==> config.mk <==
export PLATFORM = sky130hd
export DESIGN_NAME = spi_burst_ctrl
export DESIGN_NICKNAME = d
export VERILOG_FILES = /design/src/rtl/spi_burst_ctrl_pkg.sv /design/src/rtl/spi_burst_ctrl_fifo.sv /design/src/rtl/spi_burst_ctrl.sv
export SDC_FILE = /design/constraint.sdc
export NUM_CORES = 1
export LEC_CHECK = 0
export CAP_MARGIN = 20
export CELL_PAD_IN_SITES_DETAIL_PLACEMENT = 2
export CELL_PAD_IN_SITES_GLOBAL_PLACEMENT = 2
export CORE_ASPECT_RATIO = 0.8
export CORE_MARGIN = 3
export CORE_UTILIZATION = 41
export DETAILED_ROUTE_END_ITERATION = 12
export PLACE_DENSITY_LB_ADDON = 0.1
export SLEW_MARGIN = 10
export SYNTH_ARGS = -nofsm -noshare
export SYNTH_HDL_FRONTEND = slang
export SYNTH_SLANG_ARGS = --single-unit
==> constraint.sdc <==
create_clock -name clk -period 6.6 [get_ports clk]
set_input_delay 0.99 -clock clk [delete_from_list [all_inputs] [get_ports clk]]
set_output_delay 0.99 -clock clk [all_outputs]
set_load 0.02 [all_outputs]
==> src/rtl/spi_burst_ctrl_pkg.sv <==
// Shared types and constants for the SPI burst controller.
package spi_burst_ctrl_pkg;

  localparam int unsigned BYTE_W = 8;

  typedef enum logic [2:0] {
    ST_IDLE,
    ST_SETUP,
    ST_XFER,
    ST_WAIT,
    ST_GAP,
    ST_HOLD
  } state_t;

  function automatic int unsigned max3(input int unsigned a, input int unsigned b,
                                       input int unsigned c);
    int unsigned m;
    m = (a > b) ? a : b;
    return (m > c) ? m : c;
  endfunction

endpackage

==> src/rtl/spi_burst_ctrl_fifo.sv <==
// Synchronous FIFO with a registered show-ahead head, registered full/empty flags
// and an occupancy counter. Simultaneous push and pop are honoured when full or empty.
module sync_fifo #(
  parameter int unsigned WIDTH = 8,
  parameter int unsigned DEPTH = 8
) (
  input  logic                   clk,
  input  logic                   rst,
  input  logic                   push,
  input  logic [WIDTH-1:0]       wdata,
  input  logic                   pop,
  output logic [WIDTH-1:0]       rdata,
  output logic                   full,
  output logic                   empty,
  output logic [$clog2(DEPTH):0] count
);

  localparam int unsigned PW = $clog2(DEPTH);
  localparam int unsigned CW = PW + 1;

  logic [WIDTH-1:0] mem_q [DEPTH];
  logic [WIDTH-1:0] mem_d [DEPTH];
  logic [PW-1:0]    wr_ptr_q, wr_ptr_d;
  logic [PW-1:0]    rd_ptr_q, rd_ptr_d;
  logic [CW-1:0]    count_q, count_d;
  logic [WIDTH-1:0] rdata_q, rdata_d;
  logic             full_q, full_d;
  logic             empty_q, empty_d;
  logic             push_ok, pop_ok;

  // Next head is read from the post-write memory image so a push into an empty FIFO shows at once.
  always_comb begin
    push_ok  = push && (!full_q || pop);
    pop_ok   = pop && (!empty_q || push);
    mem_d    = mem_q;
    if (push_ok) begin
      mem_d[wr_ptr_q] = wdata;
    end
    wr_ptr_d = wr_ptr_q + PW'(push_ok);
    rd_ptr_d = rd_ptr_q + PW'(pop_ok);
    count_d  = count_q + CW'(push_ok) - CW'(pop_ok);
    full_d   = (count_d == CW'(DEPTH));
    empty_d  = (count_d == '0);
    rdata_d  = mem_d[rd_ptr_d];
  end

  always_ff @(posedge clk or posedge rst) begin
    if (rst) begin
      mem_q    <= '{default: '0};
      wr_ptr_q <= '0;
      rd_ptr_q <= '0;
      count_q  <= '0;
      rdata_q  <= '0;
      full_q   <= 1'b0;
      empty_q  <= 1'b1;
    end else begin
      mem_q    <= mem_d;
      wr_ptr_q <= wr_ptr_d;
      rd_ptr_q <= rd_ptr_d;
      count_q  <= count_d;
      rdata_q  <= rdata_d;
      full_q   <= full_d;
      empty_q  <= empty_d;
    end
  end

  assign rdata = rdata_q;
  assign full  = full_q;
  assign empty = empty_q;
  assign count = count_q;

endmodule

==> src/rtl/spi_burst_ctrl.sv <==
// Burst sequencer in front of the SPI byte engine: splits a multi-byte request into
// byte_start/byte_done handshakes, owns chip-select setup/hold and buffers TX/RX bytes.
module spi_burst_ctrl
  import spi_burst_ctrl_pkg::*;
#(
  parameter int unsigned DEPTH    = 8,
  parameter int unsigned CS_SETUP = 4,
  parameter int unsigned CS_HOLD  = 4,
  parameter int unsigned GAP      = 2
) (
  input  logic                   clk,
  input  logic                   rst,
  input  logic                   tx_wr,
  input  logic [BYTE_W-1:0]      tx_data,
  output logic                   tx_full,
  input  logic                   req_valid,
  input  logic [$clog2(DEPTH):0] req_len,
  output logic                   req_ready,
  input  logic                   rx_rd,
  output logic [BYTE_W-1:0]      rx_data,
  output logic                   rx_empty,
  output logic                   spi_cs_n,
  output logic                   byte_start,
  output logic [BYTE_W-1:0]      byte_tx,
  input  logic                   byte_done,
  input  logic [BYTE_W-1:0]      byte_rx,
  output logic                   busy,
  output logic                   burst_done,
  output logic                   err
);

  localparam int unsigned CW       = $clog2(DEPTH) + 1;
  localparam int unsigned TW       = $clog2(max3(CS_SETUP, CS_HOLD, GAP) + 1);
  localparam int unsigned SETUP_LD = (CS_SETUP > 0) ? CS_SETUP - 1 : 0;
  localparam int unsigned HOLD_LD  = (CS_HOLD > 0) ? CS_HOLD - 1 : 0;
  localparam int unsigned GAP_LD   = (GAP > 0) ? GAP - 1 : 0;

  state_t            state_q, state_d;
  logic [TW-1:0]     timer_q, timer_d;
  logic [CW-1:0]     remain_q, remain_d;
  logic              cs_n_q, cs_n_d;
  logic              byte_start_q, byte_start_d;
  logic [BYTE_W-1:0] byte_tx_q, byte_tx_d;
  logic              burst_done_q, burst_done_d;
  logic              err_q, err_d;
  logic              busy_q, busy_d;
  logic              req_ready_q, req_ready_d;

  logic              accept, len_bad;
  logic              tx_pop, tx_empty;
  logic [BYTE_W-1:0] tx_head;
  logic [CW-1:0]     tx_count;
  logic              rx_push, rx_full, rx_drop;
  logic [CW-1:0]     rx_count_unused;

  sync_fifo #(.WIDTH(BYTE_W), .DEPTH(DEPTH)) u_tx_fifo (
    .clk   (clk),
    .rst   (rst),
    .push  (tx_wr),
    .wdata (tx_data),
    .pop   (tx_pop),
    .rdata (tx_head),
    .full  (tx_full),
    .empty (tx_empty),
    .count (tx_count)
  );

  sync_fifo #(.WIDTH(BYTE_W), .DEPTH(DEPTH)) u_rx_fifo (
    .clk   (clk),
    .rst   (rst),
    .push  (rx_push),
    .wdata (byte_rx),
    .pop   (rx_rd),
    .rdata (rx_data),
    .full  (rx_full),
    .empty (rx_empty),
    .count (rx_count_unused)
  );

  assign accept  = req_valid && req_ready_q;
  assign len_bad = (req_len == '0) || (req_len > tx_count);
  assign rx_push = (state_q == ST_WAIT) && byte_done;
  // A full RX FIFO still takes the byte when the host pops in the same cycle.
  assign rx_drop = rx_push && rx_full && !rx_rd;

  always_ff @(posedge clk or posedge rst) begin
    if (rst) begin
      state_q      <= ST_IDLE;
      timer_q      <= '0;
      remain_q     <= '0;
      cs_n_q       <= 1'b1;
      byte_start_q <= 1'b0;
      byte_tx_q    <= '0;
      burst_done_q <= 1'b0;
      err_q        <= 1'b0;
      busy_q       <= 1'b0;
      req_ready_q  <= 1'b1;
    end else begin
      state_q      <= state_d;
      timer_q      <= timer_d;
      remain_q     <= remain_d;
      cs_n_q       <= cs_n_d;
      byte_start_q <= byte_start_d;
      byte_tx_q    <= byte_tx_d;
      burst_done_q <= burst_done_d;
      err_q        <= err_d;
      busy_q       <= busy_d;
      req_ready_q  <= req_ready_d;
    end
  end

  // One timer serves SETUP, GAP and HOLD; it is loaded with (cycles - 1) on entry.
  always_comb begin
    state_d  = state_q;
    timer_d  = timer_q;
    remain_d = remain_q;
    case (state_q)
      ST_IDLE: begin
        if (accept && !len_bad) begin
          state_d  = ST_SETUP;
          remain_d = req_len;
          timer_d  = TW'(SETUP_LD);
        end
      end
      ST_SETUP: begin
        if (timer_q == '0) state_d = ST_XFER;
        else               timer_d = timer_q - TW'(1);
      end
      ST_XFER: state_d = ST_WAIT;
      ST_WAIT: begin
        if (byte_done) begin
          remain_d = remain_q - CW'(1);
          if (remain_q == CW'(1)) begin
            state_d = ST_HOLD;
            timer_d = TW'(HOLD_LD);
          end else if (GAP == 0) begin
            state_d = ST_XFER;
          end else begin
            state_d = ST_GAP;
            timer_d = TW'(GAP_LD);
          end
        end
      end
      ST_GAP: begin
        if (timer_q == '0) state_d = ST_XFER;
        else               timer_d = timer_q - TW'(1);
      end
      ST_HOLD: begin
        if (timer_q == '0) state_d = ST_IDLE;
        else               timer_d = timer_q - TW'(1);
      end
      default: state_d = ST_IDLE;
    endcase
  end

  // Outputs are decoded from the next state so they register in step with the state.
  always_comb begin
    cs_n_d       = (state_d == ST_IDLE);
    byte_start_d = (state_d == ST_XFER);
    byte_tx_d    = byte_tx_q;
    tx_pop       = 1'b0;
    if (state_d == ST_XFER) begin
      byte_tx_d = tx_head;
      tx_pop    = !tx_empty;
    end
    burst_done_d = (state_q == ST_HOLD) && (state_d == ST_IDLE);
    err_d        = (accept && len_bad) || rx_drop;
    busy_d       = (state_d != ST_IDLE);
    req_ready_d  = (state_d == ST_IDLE);
  end

  assign spi_cs_n   = cs_n_q;
  assign byte_start = byte_start_q;
  assign byte_tx    = byte_tx_q;
  assign burst_done = burst_done_q;
  assign err        = err_q;
  assign busy       = busy_q;
  assign req_ready  = req_ready_q;

endmodule

==> key figures <==
Global routing
  – Total gr overflow: 0
  – First-pass GRT wire length: 45440 um
  – Antenna violations before repair: 0
  – Number of global-route vias before repair: 7607
  – Global Route Usage Sum: 23.53%
  – Largest net degree at the start of global routing: 131

Floorplan
  – Starting Density: 42.13%
  – Die W: 176.7 um
  – Core area: 22680 um^2
  – Die height: 142.6 um
  – IO Count: 50
  – Rows: 49
  – Die area: 25190 um^2

Timing
  – WHS: 0.4384 ns
  – Slew headroom: 34.64%
  – TNS Setup: 0 ns
  – Final setup viols: 0
  – Unrepaired setup endpoints after global routing: false
  – Final Skew: 0.01189 ns
  – Hold Fails Final Rpt: 0
  – Fmax: 214.5 MHz
  – Final worst path period need: 4.662 ns
  – Fin worst setup slack: 1.938 ns
  – Worst Max-Slew Pin Slew: 0.9784 ns
  – Max Slew Vio Count: 0
  – Period utilization: 70.63%

Drt
  – Drt total wl: 28560 um
  – Antenna Nets Post-Route: 0
  – Vias: 6712
  – Post-DR wirelength/cell: 24.08 um
  – Initial drt markers: 419
  – Via density: 5.659
  – Drt drc: 0
  – DRT Pass-1 Iters: 4

Pwr
  – Sequential fraction of design power: 35.1%
  – Int Power: 3.226 mW
  – PwrDens: 511.9 nW/um^2
  – P_leak: 4.891 nW
  – Total power: 5.573 mW
  – Max VDD drop: 0.1623 mV
  – Sw Share: 42.11%
  – Clock share of power: 18.5%
  – Sw power: 2.347 mW
  – Combinational power share: 46.5%

Outcome
  – Status: finished clean

Clock network
  – # hold bufs at CTS: 0
  – Clk sinks: 191
  – Clock Path Buffers: 2
  – Total CTS buffers: 17
  – H-tree depth: 4
  – Latest clock arrival within the worst-skew pair: 0.44 ns
  – CTS tree: done
  – Root Buffer: clkbuf_16
  – Clock transition at path regs: 0.08 ns
  – Post-CTS Setup Bufs: 0
  – Cts repair resizes: 0

Min path
  – Hold Path Class: flip-flop to flip-flop

Critical path
  – Worst path max stage delay: 0.64 ns
  – Startpoint Class: input pin
  – Critical Path Source: byte_done
  – Largest fanout on the critical path: 27
  – Crit end category: flip-flop
  – Worst-path cell chain: clkdlybuf4s50_1, nand4b_2, a21boi_0, ha_1, ha_1, inv_1, nor2_1, a21boi_0, o311a_1
  – Crit path to: u_rx_fifo.rdata[1]$_DFF_PP0_
  – Required @ worst endpoint: 6.91 ns
  – R2R depth: 8
  – Slowest CP cell: ha_1
  – Crit Path Category: input pin to flip-flop
  – Reg-to-reg endpoint: u_rx_fifo.rdata[1]$_DFF_PP0_
  – R2r startpoint: state_q[1]$_DFF_PP0_
  – Delay-heaviest family, CP: simple AND/OR/NAND/NOR gates
  – Flop-to-flop setup slack: 2.20 ns
  – CP arrival: 4.98 ns
  – WP buf/inv: 2
  – Crit path depth: 9

Logic synthesis
  – Mean Syn Cell Area: 11.47 um^2
  – Top post-synthesis cells by count: dfrtp_1 (188), mux2_2 (117), nand2_1 (85), inv_1 (40), mux2i_1 (39)
  – Post-synth top flop: dfrtp_1
  – Post-synth EDFFs: 0
  – Top-count cell post-synth: dfrtp_1
  – Syn Nets: 885
  – Sequential area share after synthesis: 50.05%
  – Post-synth cell types: 80
  – Fraction of registers with async set/reset: 100.0%
  – Flops & latches, synth: 191
  – Synth Cell Area: 9557 um^2
  – Cells after synthesis: 833
  – Cell accounting for the most synthesized area: dfrtp_1
  – Synth top area cells: dfrtp_1 (49%), mux2_2 (14%), mux2i_1 (4.1%)
  – Yosys Warn Count: 0
  – Synth top area share: 49.23%

Placed design
  – Post-DP HPWL: 20140 um
  – Placed instance area: 10310 um^2
  – Routability cong.: 0.8287
  – Place WS: 1.499 ns
  – Buffers on Ports: 49

Layout
  – Fin area: 10890 um^2
  – Antenna cells: 0
  – Share of post-route cells with drive strength above 1: 21.25%
  – # nets final: 919
  – Layout area overhead: 13.93%

Job
  – Max_cap viols: 0
[metrics by stage]
stage,cells,util (%)
2_1_floorplan,833,-
3_3_place_gp,1154,45.46
3_5_place_dp,1154,45.46
4_1_cts,1186,48.00
5_1_grt,1186,48.00
6_report,1186,48.00
[cell families after synthesis]
| group | after synthesis | synth area share (%) |
|---|---|---|
| AO/OA/AOI/OAI | 129 | 10.24 |
| XOR/XNOR | 14 | 1.283 |
| adder cells (fa/ha/maj) | 26 | 3.561 |
| buffers and inverters | 82 | 3.430 |
| flip-flops | 191 | 50.05 |
| multiplexers | 156 | 17.87 |
| AND/OR/NAND/NOR | 235 | 13.56 |
[flip-flops by register name, indices dropped and copies added (netlist names)]
register / cells
u_tx_fifo.empty: 1
u_tx_fifo.count: 4
remain_q: 4
err: 1
state_q: 3
u_tx_fifo.rdata: 8
u_rx_fifo.wr_ptr_q: 3
u_rx_fifo.full: 1
u_rx_fifo.empty: 1
req_ready: 1
u_tx_fifo.rd_ptr_q: 3
timer_q: 3
u_rx_fifo.rd_ptr_q: 3
u_rx_fifo.count: 4
byte_tx: 8
u_rx_fifo.rdata: 8
busy: 1
burst_done: 1
u_rx_fifo.mem_q: 64
u_tx_fifo.mem_q: 64
u_tx_fifo.full: 1
byte_start: 1
u_tx_fifo.wr_ptr_q: 3
[power groups by stage]
stage          Clock [mW]  Sequential [mW]  Combinational, mW
2_1_floorplan           0             1.90               1.76
3_3_place_gp            0             1.93               2.38
3_5_place_dp            0             1.97               2.55
4_1_cts              1.06             1.95               2.59
5_1_grt              1.11             2.02               2.84
6_report             1.03             1.95               2.59
[routing by layer]
metal / vias up / routed length [um] / GRT usage [%]
met2: 117 / 12960 / 36.34
met4: 0 / 223 / 4.669
met5: - / 0 / 0
met3: 15 / 1047 / 4.560
met1: 3549 / 14320 / 34.84
li1: 3031 / - / -
[area by class of cell]
cell class	instances	area, um^2
Sequential cell	191	4783
Inverter	42	165.2
Timing Repair Buffer	55	535.5
Clock buffer	17	425.4
Fill cell	2273	11800
Clock inverter	15	150.1
Tap cell	306	382.9
Multi-Input combinational cell	560	4446
[tightest hold or removal path: cells and delay by family, from the launching register on]
family           cells  cell delay, ns
DFF                  1            0.32
and+or+nand+nor      2            0.10
[worst min-delay path by stage]
stage | from | slack, ns | endpoint | cells after the start
after floorplan | u_tx_fifo.rdata[0]$_DFF_PP0_ | 0.41 | byte_tx[0]$_DFFE_PP0N_ | 2
after global placement | u_tx_fifo.rdata[7]$_DFF_PP0_ | 0.43 | byte_tx[7]$_DFFE_PP0N_ | 2
after detailed placement | u_tx_fifo.rdata[0]$_DFF_PP0_ | 0.43 | byte_tx[0]$_DFFE_PP0N_ | 2
after CTS | u_tx_fifo.rdata[0]$_DFF_PP0_ | 0.45 | byte_tx[0]$_DFFE_PP0N_ | 2
after global routing | u_tx_fifo.rdata[0]$_DFF_PP0_ | 0.46 | byte_tx[0]$_DFFE_PP0N_ | 2
final | u_tx_fifo.rdata[0]$_DFF_PP0_ | 0.44 | byte_tx[0]$_DFFE_PP0N_ | 2
[layout by cell type (no fill, tap or decap), types with 6 or more instances in the layout]
cell type,count
a211o_1,8
xnor2_1,9
nand3_1,11
o211ai_1,11
nor2b_1,13
nand2b_1,9
o211a_1,6
nor3b_1,7
ha_1,24
mux2_2,117
o22ai_1,14
clkdlybuf4s50_1,49
nor2_1,36
and2_1,22
nand2_1,85
inv_1,39
a21oi_1,10
a21boi_0,6
clkbuf_16,17
o311a_1,8
dfrtp_1,188
buf_4,6
nor3_1,9
mux2i_1,39
o21ai_0,15
Power figures use the tool's default switching activity.
